<file path="config.mk">
export PLATFORM = sky130hd
export DESIGN_NAME = pipe_control
export DESIGN_NICKNAME = d
export VERILOG_FILES = /design/src/rtl/pipe_control_pkg.sv /design/src/rtl/pipe_control_ctrl_decode.sv /design/src/rtl/pipe_control.sv
export SDC_FILE = /design/constraint.sdc
export NUM_CORES = 1
export LEC_CHECK = 0
export ABC_CLOCK_PERIOD_IN_PS = 2600
export CORE_UTILIZATION = 39
export DETAILED_ROUTE_END_ITERATION = 10
export PLACE_DENSITY = 0.83
export SLEW_MARGIN = 20
export SYNTH_ARGS = -nofsm -noshare
export SYNTH_HDL_FRONTEND = slang
export SYNTH_SLANG_ARGS = --single-unit
</file>
<file path="constraint.sdc">
create_clock -name clk_i -period 2.6 [get_ports clk_i]
set_input_delay 0.52 -clock clk_i [delete_from_list [all_inputs] [get_ports clk_i]]
set_output_delay 0.52 -clock clk_i [all_outputs]
set_load 0.005 [all_outputs]
</file>
<file path="src/rtl/pipe_control_pkg.sv">
// Shared constants and types for the pipeline control slice.
// Optional mul/div support is enabled by defining PIPE_CONTROL_MULDIV_EN.
package pipe_control_pkg;

  // Major opcodes (instruction[6:0])
  localparam logic [6:0] OPCODE_OP     = 7'b0110011;
  localparam logic [6:0] OPCODE_IMM    = 7'b0010011;
  localparam logic [6:0] OPCODE_LOAD   = 7'b0000011;
  localparam logic [6:0] OPCODE_STORE  = 7'b0100011;
  localparam logic [6:0] OPCODE_BRANCH = 7'b1100011;

  // ALUOp encodings handed to the EX-stage ALU control
  localparam logic [1:0] ALU_OP_IMM = 2'b00;
  localparam logic [1:0] ALU_OP_REG = 2'b10;

  // Funct7 value that marks an OP instruction as multiply/divide
  localparam logic [6:0] FUNCT7_MULDIV = 7'b0000001;

  // Control bundle; the field order fixes the bundle bit positions
  typedef struct packed {
    logic reg_write;
    logic mem_to_reg;
    logic mem_read;
    logic mem_write;
    logic alu_src;
    logic branch;
    logic mul_div;
  } ctrl_t;

  localparam ctrl_t CTRL_NONE = '0;

  // Mul/div sequencer states
  typedef enum logic {
    CTRL_IDLE = 1'b0,
    CTRL_BUSY = 1'b1
  } ctrl_state_e;

endpackage

</file>
<file path="src/rtl/pipe_control_ctrl_decode.sv">
// Purely combinational ID-stage decoder: opcode/funct7 -> control bundle,
// source-register usage flags and an illegal-instruction flag.
// With PIPE_CONTROL_MULDIV_EN undefined, OP with the mul/div funct7 is illegal.
module pipe_control_ctrl_decode
  import pipe_control_pkg::*;
#(
  parameter int ALUOP_W = 2
) (
  input  logic [6:0]         opcode_i,
  input  logic [6:0]         funct7_i,
  output ctrl_t              ctrl_o,
  output logic [ALUOP_W-1:0] alu_op_o,
  output logic               use_rs1_o,
  output logic               use_rs2_o,
  output logic               illegal_o
);

`ifdef PIPE_CONTROL_MULDIV_EN
  localparam bit MULDIV_EN = 1'b1;
`else
  localparam bit MULDIV_EN = 1'b0;
`endif

  logic is_muldiv;
  assign is_muldiv = (funct7_i == FUNCT7_MULDIV);

  // Decode table; every output defaults to 0 so nothing is ever left undriven
  always_comb begin
    ctrl_o    = CTRL_NONE;
    alu_op_o  = '0;
    use_rs1_o = 1'b0;
    use_rs2_o = 1'b0;
    illegal_o = 1'b0;
    case (opcode_i)
      OPCODE_OP: begin
        if (is_muldiv && !MULDIV_EN) begin
          illegal_o = 1'b1;
        end else begin
          ctrl_o.reg_write = 1'b1;
          ctrl_o.mul_div   = is_muldiv;
          alu_op_o         = ALUOP_W'(ALU_OP_REG);
          use_rs1_o        = 1'b1;
          use_rs2_o        = 1'b1;
        end
      end
      OPCODE_IMM: begin
        ctrl_o.reg_write = 1'b1;
        ctrl_o.alu_src   = 1'b1;
        alu_op_o         = ALUOP_W'(ALU_OP_IMM);
        use_rs1_o        = 1'b1;
      end
      OPCODE_LOAD: begin
        ctrl_o.reg_write  = 1'b1;
        ctrl_o.mem_to_reg = 1'b1;
        ctrl_o.mem_read   = 1'b1;
        ctrl_o.alu_src    = 1'b1;
        alu_op_o          = ALUOP_W'(ALU_OP_IMM);
        use_rs1_o         = 1'b1;
      end
      OPCODE_STORE: begin
        ctrl_o.mem_write = 1'b1;
        ctrl_o.alu_src   = 1'b1;
        alu_op_o         = ALUOP_W'(ALU_OP_IMM);
        use_rs1_o        = 1'b1;
        use_rs2_o        = 1'b1;
      end
      OPCODE_BRANCH: begin
        ctrl_o.branch = 1'b1;
        alu_op_o      = ALUOP_W'(ALU_OP_REG);
        use_rs1_o     = 1'b1;
        use_rs2_o     = 1'b1;
      end
      default: begin
        illegal_o = 1'b1;
      end
    endcase
  end

endmodule

</file>
<file path="src/rtl/pipe_control.sv">
// Pipelined control unit: decodes the ID instruction, carries the control
// bundle through ID/EX, EX/MEM and MEM/WB, and raises stall/flush for
// load-use hazards, taken branches and multi-cycle mul/div.
// Define PIPE_CONTROL_MULDIV_EN to enable mul/div decode and the BUSY sequencer.
//
// Handshake: Stall_o=1 means the front end must hold PC and IF/ID this cycle;
// Flush_o=1 means IF/ID is squashed. Valid_i marks IF/ID as a real instruction;
// every stage *Valid_o marks its bundle as real, a bubble is Valid=0 with all
// control bits and Rd zero.
module pipe_control
  import pipe_control_pkg::*;
#(
  parameter int REG_ADDR_W = 5,
  parameter int ALUOP_W    = 2,
  parameter int MULDIV_LAT = 4
) (
  input  logic                  clk_i,
  input  logic                  rst_i,
  input  logic                  Valid_i,
  input  logic [6:0]            Opcode_i,
  input  logic [6:0]            Funct7_i,
  input  logic [REG_ADDR_W-1:0] Rs1_i,
  input  logic [REG_ADDR_W-1:0] Rs2_i,
  input  logic [REG_ADDR_W-1:0] Rd_i,
  input  logic                  BranchTaken_i,
  output logic                  Stall_o,
  output logic                  Flush_o,
  output logic                  Illegal_o,
  output logic                  ExValid_o,
  output logic [ALUOP_W-1:0]    ExALUOp_o,
  output logic                  ExALUSrc_o,
  output logic                  ExBranch_o,
  output logic                  ExMulDiv_o,
  output logic [REG_ADDR_W-1:0] ExRd_o,
  output logic                  MemValid_o,
  output logic                  MemRead_o,
  output logic                  MemWrite_o,
  output logic [REG_ADDR_W-1:0] MemRd_o,
  output logic                  WbValid_o,
  output logic                  WbRegWrite_o,
  output logic                  WbMemToReg_o,
  output logic [REG_ADDR_W-1:0] WbRd_o
);

  // ID-stage decode
  ctrl_t                  id_ctrl;
  logic [ALUOP_W-1:0]     id_alu_op;
  logic                   id_use_rs1;
  logic                   id_use_rs2;
  logic                   id_illegal;
  logic                   id_ok;
  logic [REG_ADDR_W-1:0]  id_rd;

  pipe_control_ctrl_decode #(
    .ALUOP_W (ALUOP_W)
  ) u_decode (
    .opcode_i  (Opcode_i),
    .funct7_i  (Funct7_i),
    .ctrl_o    (id_ctrl),
    .alu_op_o  (id_alu_op),
    .use_rs1_o (id_use_rs1),
    .use_rs2_o (id_use_rs2),
    .illegal_o (id_illegal)
  );

  assign id_ok     = Valid_i & ~id_illegal;
  // Rd is meaningful only for register writers; otherwise drive 0
  assign id_rd     = id_ctrl.reg_write ? Rd_i : '0;
  assign Illegal_o = Valid_i & id_illegal;

  // Stage registers
  logic                  ex_valid_q, ex_valid_d;
  ctrl_t                 ex_ctrl_q, ex_ctrl_d;
  logic [ALUOP_W-1:0]    ex_alu_op_q, ex_alu_op_d;
  logic [REG_ADDR_W-1:0] ex_rd_q, ex_rd_d;

  logic                  mem_valid_q, mem_valid_d;
  logic                  mem_reg_write_q, mem_reg_write_d;
  logic                  mem_mem_to_reg_q, mem_mem_to_reg_d;
  logic                  mem_read_q, mem_read_d;
  logic                  mem_write_q, mem_write_d;
  logic [REG_ADDR_W-1:0] mem_rd_q, mem_rd_d;

  logic                  wb_valid_q, wb_valid_d;
  logic                  wb_reg_write_q, wb_reg_write_d;
  logic                  wb_mem_to_reg_q, wb_mem_to_reg_d;
  logic [REG_ADDR_W-1:0] wb_rd_q, wb_rd_d;

  // Hazard terms
  logic flush;
  logic busy;
  logic load_use;
  logic stall;
  logic ex_hold;
  logic id_to_ex;

  assign flush = BranchTaken_i & ex_valid_q & ex_ctrl_q.branch;

  // x0 is never a real producer, so ExRd==0 cannot create a hazard
  assign load_use = Valid_i & ex_valid_q & ex_ctrl_q.mem_read & (ex_rd_q != '0) &
                    ((id_use_rs1 & (Rs1_i == ex_rd_q)) |
                     (id_use_rs2 & (Rs2_i == ex_rd_q)));

  // Event priority: flush > mul/div busy > load-use > normal advance
  always_comb begin
    stall    = 1'b0;
    ex_hold  = 1'b0;
    id_to_ex = 1'b0;
    if (!flush) begin
      if (busy) begin
        ex_hold = 1'b1;
        stall   = 1'b1;
      end else if (load_use) begin
        stall = 1'b1;
      end else begin
        id_to_ex = id_ok;
      end
    end
  end

  assign Stall_o = ~rst_i & stall;
  assign Flush_o = ~rst_i & flush;

`ifdef PIPE_CONTROL_MULDIV_EN
  localparam int CNT_W = (MULDIV_LAT > 1) ? $clog2(MULDIV_LAT) : 1;

  ctrl_state_e      state_q, state_d;
  logic [CNT_W-1:0] cnt_q, cnt_d;

  assign busy       = (state_q == CTRL_BUSY);
  assign ExMulDiv_o = ex_ctrl_q.mul_div;

  // Mul/div sequencer state and remaining-cycle counter
  always_ff @(posedge clk_i) begin
    if (rst_i) begin
      state_q <= CTRL_IDLE;
      cnt_q   <= '0;
    end else begin
      state_q <= state_d;
      cnt_q   <= cnt_d;
    end
  end

  // Enter BUSY as a mul/div lands in EX; leave after the counter reaches 1
  always_comb begin
    state_d = state_q;
    cnt_d   = cnt_q;
    case (state_q)
      CTRL_IDLE: begin
        if (id_to_ex && id_ctrl.mul_div && (MULDIV_LAT > 1)) begin
          state_d = CTRL_BUSY;
          cnt_d   = CNT_W'(MULDIV_LAT - 1);
        end
      end
      CTRL_BUSY: begin
        cnt_d = cnt_q - CNT_W'(1);
        if (cnt_q == CNT_W'(1)) begin
          state_d = CTRL_IDLE;
        end
      end
      default: begin
        state_d = CTRL_IDLE;
        cnt_d   = '0;
      end
    endcase
  end
`else
  logic unused_mul_div;
  assign busy           = 1'b0;
  assign ExMulDiv_o     = 1'b0;
  assign unused_mul_div = ex_ctrl_q.mul_div;
`endif

  // Next contents of each stage register
  always_comb begin
    ex_valid_d  = 1'b0;
    ex_ctrl_d   = CTRL_NONE;
    ex_alu_op_d = '0;
    ex_rd_d     = '0;
    if (ex_hold) begin
      ex_valid_d  = ex_valid_q;
      ex_ctrl_d   = ex_ctrl_q;
      ex_alu_op_d = ex_alu_op_q;
      ex_rd_d     = ex_rd_q;
    end else if (id_to_ex) begin
      ex_valid_d  = 1'b1;
      ex_ctrl_d   = id_ctrl;
      ex_alu_op_d = id_alu_op;
      ex_rd_d     = id_rd;
    end

    mem_valid_d      = 1'b0;
    mem_reg_write_d  = 1'b0;
    mem_mem_to_reg_d = 1'b0;
    mem_read_d       = 1'b0;
    mem_write_d      = 1'b0;
    mem_rd_d         = '0;
    if (!ex_hold) begin
      mem_valid_d      = ex_valid_q;
      mem_reg_write_d  = ex_ctrl_q.reg_write;
      mem_mem_to_reg_d = ex_ctrl_q.mem_to_reg;
      mem_read_d       = ex_ctrl_q.mem_read;
      mem_write_d      = ex_ctrl_q.mem_write;
      mem_rd_d         = ex_rd_q;
    end

    wb_valid_d      = mem_valid_q;
    wb_reg_write_d  = mem_reg_write_q;
    wb_mem_to_reg_d = mem_mem_to_reg_q;
    wb_rd_d         = mem_rd_q;
  end

  // ID/EX, EX/MEM and MEM/WB registers
  always_ff @(posedge clk_i) begin
    if (rst_i) begin
      ex_valid_q       <= 1'b0;
      ex_ctrl_q        <= CTRL_NONE;
      ex_alu_op_q      <= '0;
      ex_rd_q          <= '0;
      mem_valid_q      <= 1'b0;
      mem_reg_write_q  <= 1'b0;
      mem_mem_to_reg_q <= 1'b0;
      mem_read_q       <= 1'b0;
      mem_write_q      <= 1'b0;
      mem_rd_q         <= '0;
      wb_valid_q       <= 1'b0;
      wb_reg_write_q   <= 1'b0;
      wb_mem_to_reg_q  <= 1'b0;
      wb_rd_q          <= '0;
    end else begin
      ex_valid_q       <= ex_valid_d;
      ex_ctrl_q        <= ex_ctrl_d;
      ex_alu_op_q      <= ex_alu_op_d;
      ex_rd_q          <= ex_rd_d;
      mem_valid_q      <= mem_valid_d;
      mem_reg_write_q  <= mem_reg_write_d;
      mem_mem_to_reg_q <= mem_mem_to_reg_d;
      mem_read_q       <= mem_read_d;
      mem_write_q      <= mem_write_d;
      mem_rd_q         <= mem_rd_d;
      wb_valid_q       <= wb_valid_d;
      wb_reg_write_q   <= wb_reg_write_d;
      wb_mem_to_reg_q  <= wb_mem_to_reg_d;
      wb_rd_q          <= wb_rd_d;
    end
  end

  assign ExValid_o    = ex_valid_q;
  assign ExALUOp_o    = ex_alu_op_q;
  assign ExALUSrc_o   = ex_ctrl_q.alu_src;
  assign ExBranch_o   = ex_ctrl_q.branch;
  assign ExRd_o       = ex_rd_q;
  assign MemValid_o   = mem_valid_q;
  assign MemRead_o    = mem_read_q;
  assign MemWrite_o   = mem_write_q;
  assign MemRd_o      = mem_rd_q;
  assign WbValid_o    = wb_valid_q;
  assign WbRegWrite_o = wb_reg_write_q;
  assign WbMemToReg_o = wb_mem_to_reg_q;
  assign WbRd_o       = wb_rd_q;

endmodule

</file>
* Word-level counts from Yosys, hierarchy flattened
Index checks and enable logic that the tools add are counted.
** Operators by class
- Bitwise logic cells :: 17
- Reduce and logical (&&, ||, !) cells :: 7
- Equality and inequality tests :: 8
- Mux-type cells :: 17
** Operators by type and width (count)
- 7-bit by 6-bit equality test with 1-bit output, second input constant :: 2
- 1-bit bitwise AND :: 12
- 5-bit equality test :: 2
- 1-bit 2-to-1 mux :: 10
- 1-bit one-hot mux with 2 select lines :: 4
- 7-bit by 1-bit equality test with 1-bit output, second input constant :: 1
- 7-bit by 2-bit equality test with 1-bit output, second input constant :: 1
- 7-bit by 5-bit equality test with 1-bit output, second input constant :: 1
- 7-bit equality test, second input constant :: 1
- 2-bit OR reduction :: 3
- 3-bit OR reduction :: 2
- 5-bit nonzero test :: 1
- 2-bit 2-to-1 mux :: 2
- 1-bit NOT :: 4
- 2-bit one-hot mux with 2 select lines :: 1
- 4-bit OR reduction :: 1
- 1-bit bitwise OR :: 1
** Storage, ports and cells
- Logic and storage cells :: 68
- Flip-flop bits (word level) :: 32

* Logic depth before layout (Yosys ltp)
- Word-level depth :: 10
- Mapped depth :: 7
- Depth with buffers taken out :: 5

* Modules after synthesis
A second synthesis with hierarchy kept.
** Unflattened totals
- Cells, all modules :: 137
- Area, all modules :: 1311.3 sq um
** By module, submodules not included
- pipe_control :: cells each 109, instances 1, area an instance 1121.1 sq um
- pipe_control_ctrl_decode :: cells each 28, instances 1, area an instance 190.2 sq um

* Least setup slack after synthesis
OpenSTA, ideal clock, no wires.
- Path kind :: input-to-output
- From :: in Opcode_i[6]
- To :: out Stall_o
- Stages :: 5
- Required time :: 2080 ps
- Arrival :: 1793 ps
- Buffers on the path :: 1
- Setup slack :: 287 ps
- Path through :: clkbuf_1 -> a21bo_2 -> nor4_1 -> a22oi_1 -> nor4b_1
** Between the ends
- Cells in the longest elaborated chain, start to end :: 9
- Elaborated cells between the ends (all ways) :: 16
** RTL lines
- start, declared :: RTL line pipe_control.sv:20 : input logic [6:0] Opcode_i,
- 7-bit equality test, or another cell as far along :: RTL line pipe_control_ctrl_decode.sv:34 : case (opcode_i)
- 4-bit OR reduction (no line) or 2-bit OR reduction (tied branches)
- 1-bit one-hot mux with 2 select lines :: RTL line pipe_control_ctrl_decode.sv:34
- 1-bit bitwise AND, on equally long branches :: RTL line pipe_control.sv:101, pipe_control.sv:102
- 1-bit bitwise OR * :: RTL line pipe_control.sv:101 : ((id_use_rs1 & (Rs1_i == ex_rd_q)) |
- 1-bit bitwise AND * :: RTL line pipe_control.sv:100 : assign load_use = Valid_i & ex_valid_q & ex_ctrl_q.mem_read & (ex_rd_q != '0) &
- 1-bit 2-to-1 mux * :: RTL line pipe_control.sv:113 : end else if (load_use) begin
- 1-bit 2-to-1 mux * :: RTL line pipe_control.sv:109 : if (!flush) begin
- 1-bit bitwise AND * :: RTL line pipe_control.sv:121 : assign Stall_o = ~rst_i & stall;
- end, declared :: RTL line pipe_control.sv:26 : output logic Stall_o,
Every way passes the cells marked *; elsewhere a longest branch is shown, timed or not.

* Final worst setup path
- From :: in Opcode_i[2]
- To :: out Stall_o
Same word-level chain as after synthesis.

==> run_results.csv <==
group,metric,value,unit
status,status,"complete, but fails checks",
status,violations,"design-rule violations, negative setup slack",
clock_tree,ctsLongestPathBuffers,2,
timing,rsz0062_at_grt,"true",
timing,max_clock_freq,379,MHz
clock_tree,cts_buffers,5,
clock_tree,tritoncts,"built",
worst_setup_path,arrival,2.12,ns
timing,hold_slack,0.446,ns
route,first_pass_iters,7,
power_and_ir_drop,switching_share,23.1,%
worst_setup_path,critPathTopFamily,"simple AND/OR/NAND/NOR gates",
placed_design,dp_slack,-0.584,ns
global_route,antenna_found_initial,0,
logic_synthesis,synth_top_area_share,48.1,%
route,drt_wl_total,3280,microns
logic_synthesis,async_reset_ff_share,0,%
logic_synthesis,synth_ff_type,"dfxtp_1",
placed_design,postPlaceCellArea,0.00194,sq mm
finish,diodes,0,
logic_synthesis,netlist_top_cells_area,"dfxtp_1 (48%), nor2b_1 (8.8%), xor2_1 (5.1%)",
job,maxCapViolations,0,
floorplanning,core_area,0.00285,sq mm
global_route,grt_pass1_vias,1181,
power_and_ir_drop,p_per_area,411,mW/mm^2
logic_synthesis,ys_seq_elements,29,
logic_synthesis,ys_seq_area_share,48.1,%
floorplanning,dieArea,0.00332,sq mm
clock_tree,clock_latency,0.33,ns
route,ant_nets,0,
finish,final_layout_size_suffix_gt1_share,25.9,%
power_and_ir_drop,total_power,0.000873,W
route,drc,4,
logic_synthesis,synth_cells,118,
clock_tree,clkTransAtPathRegs,0.09,ns
timing,finalWorstSetupSlack,-0.0414,ns
route,drt-initial-drc-count,26,
placed_design,place_congestion,0.862,
global_route,grt_pass1_wl,4980,microns
logic_synthesis,yosysUniqueCellTypes,38,
worst_setup_path,end_kind,"primary output",
clock_tree,ctsHoldBuffers,0,
power_and_ir_drop,ir_worst_vdd,191,uV
power_and_ir_drop,p_leak,0.844,nW
worst_setup_path,path_buf_inv,2,
global_route,grt_overflow,0,
worst_setup_path,slowest_stage,"clkdlybuf4s50_1",
power_and_ir_drop,p_int,0.000671,W
placed_design,portBuffers,60,
timing,clock_skew,0.0137,ns
worst_setup_path,max_stage_delay,0.46,ns
finish,seq_area,581,sq um
logic_synthesis,synthesis.area,0.00121,sq mm
route,via_per_inst,5.06,
worst_hold_path,hold_path_class,"flip-flop to flip-flop",
global_route,grt_max_degree,19,
finish,final_nets,233,
floorplanning,fp-row-count,19,
floorplanning,die_x,57.6,microns
logic_synthesis,ys_warn_count,0,
floorplanning,ios,63,
timing,fin_crit,2.64,ns
logic_synthesis,avgSynthCellArea,10.2,sq um
route,post_drt_wl_per_cell,14.1,microns
finish,final_common_cell,"clkdlybuf4s50_1",
logic_synthesis,synth_top_area_cell,"dfxtp_1",
floorplanning,start_util,42.3,%
finish,fill_cells,209,
power_and_ir_drop,p_switching,0.000201,W
clock_tree,cts_sinks,29,
power_and_ir_drop,pwr-share-clk,35.5,%
worst_setup_path,start_kind,"input port",
floorplanning,die_h,57.6,microns
clock_tree,cts-root-buf,"clkbuf_4",
finish,most-common-layout-cells,"clkdlybuf4s50_1 (51), dfxtp_1 (29), buf_4 (20)",
timing,slew_violations,0,
worst_setup_path,crit_required,2.08,ns
timing,finalSetupViolations,1,
worst_setup_path,crit_path_max_fanout,3,
timing,hold_viol,0,
finish,multi_input_comb_area,684,sq um
finish,stdcell_area,0.00212,sq mm
power_and_ir_drop,power_frac_comb,13.4,%
global_route,grt_use_total,20.4,%
power_and_ir_drop,seqPwrFrac,51.0,%
timing,period_share,102,%
logic_synthesis,synth_edf_count,0,
clock_tree,htree_levels,2,
finish,area_growth,75.8,%
worst_setup_path,cp_cell_sequence,"clkdlybuf4s50_1, nand4bb_4, a21oi_4, a22oi_2, nor4b_2, buf_2",
worst_setup_path,worstSetupPathType,"input port to primary output",
route,via_count,1175,
placed_design,dpl.hpwl,2340,microns
-- sequential cells by signal (all words and copies together) (netlist names) --
| name | count |
|---|---|
| ExRd_o | 5 |
| ExALUOp_o | 1 |
| MemWrite_o | 1 |
| mem_reg_write_q | 1 |
| WbValid_o | 1 |
| mem_mem_to_reg_q | 1 |
| ExALUSrc_o | 1 |
| ex_ctrl_q | 3 |
| WbRegWrite_o | 1 |
| WbMemToReg_o | 1 |
| WbRd_o | 5 |
| MemRd_o | 5 |
| ExBranch_o | 1 |
| MemValid_o | 1 |
| ExValid_o | 1 |
-- cells by family after synthesis --
logic type	share of synthesized area (%)
DFF	48.1
and+or+nand+nor	31.1
xor gates and xnor gates	7.25
AOI/OAI and AO/OA	8.70
buffers and inverters	3.73
other	0.311
muxes	0.829
-- final cells by class --
type / instances / area share, %
clock buffers: 7 / 3.07
clock inverters: 1 / 0.236
inverters: 2 / 0.354
multi-input cells: 82 / 32.3
flip-flops and latches: 29 / 27.4
well taps: 31 / 1.83
repair buffers: 80 / 34.9
-- power by group through the flow --
stage               clock network (W)  logic [W]  registers, W
floorplan                           0  0.0000314      0.000456
global placement                    0   0.000103      0.000456
detailed placement                  0   0.000106      0.000456
CTS                          0.000315   0.000109      0.000445
global route                 0.000330   0.000124      0.000446
finish                       0.000310   0.000117      0.000445
-- final timing paths --
| kind | to | cells after the start | startpoint | slack [ns] |
|---|---|---|---|---|
| hold / removal | WbRegWrite_o$_SDFF_PP0_ | 1 | mem_reg_write_q$_SDFF_PP0_ | 0.45 |
| setup / recovery | Stall_o | 6 | Opcode_i[2] | -0.04 |
| setup reg to reg | ExRd_o[0]$_SDFF_PP0_ | 6 | ExRd_o[1]$_SDFF_PP0_ | 0.76 |
| hold reg to reg | WbRegWrite_o$_SDFF_PP0_ | 1 | mem_reg_write_q$_SDFF_PP0_ | 0.45 |
-- cells in the mapped netlist, types with 3 or more instances --
master	n
a21oi_1	3
nor2b_1	17
nor4_1	3
clkbuf_1	3
xor2_1	7
nand3_1	6
nor2_1	9
dfxtp_1	29
xnor2_1	3
nor3b_2	3
-- worst register-to-register path: stages (launching register included) --
cell,delay [ns]
dfxtp_1,0.38
or4_1,0.57
o2111ai_2,0.25
buf_4,0.16
a21oi_2,0.06
buf_4,0.19
nor3b_2,0.18
-- through the flow --
| stage | setup TNS (ns) | std cells | utilization (%) |
|---|---|---|---|
| 6_report | -0.0414 | 232 | 74.4 |
| 2_1_floorplan | 0 | 119 | - |
| 3_5_place_dp | -1.84 | 221 | 68.0 |
| 5_1_grt | -0.0726 | 232 | 74.4 |
| 3_3_place_gp | -1.48 | 221 | 68.0 |
| 4_1_cts | 0 | 231 | 72.5 |
-- timing repair --
| action | CTS | global route |
|---|---|---|
| pin swaps | 4 | 8 |
| setup buffers | 2 | 1 |
| setup endpoints to repair | 2 | 2 |
| gates resized for setup | 22 | 10 |
-- metal layers --
layer	GRT usage [%]	vias to the layer above	wire, microns
li1	-	575	-
met2	38.5	49	1710
met1	20.5	540	1280
met5	0	-	0
met3	5.36	11	208
met4	10.1	0	82
No activity file was read; power rests on OpenSTA's default activity.
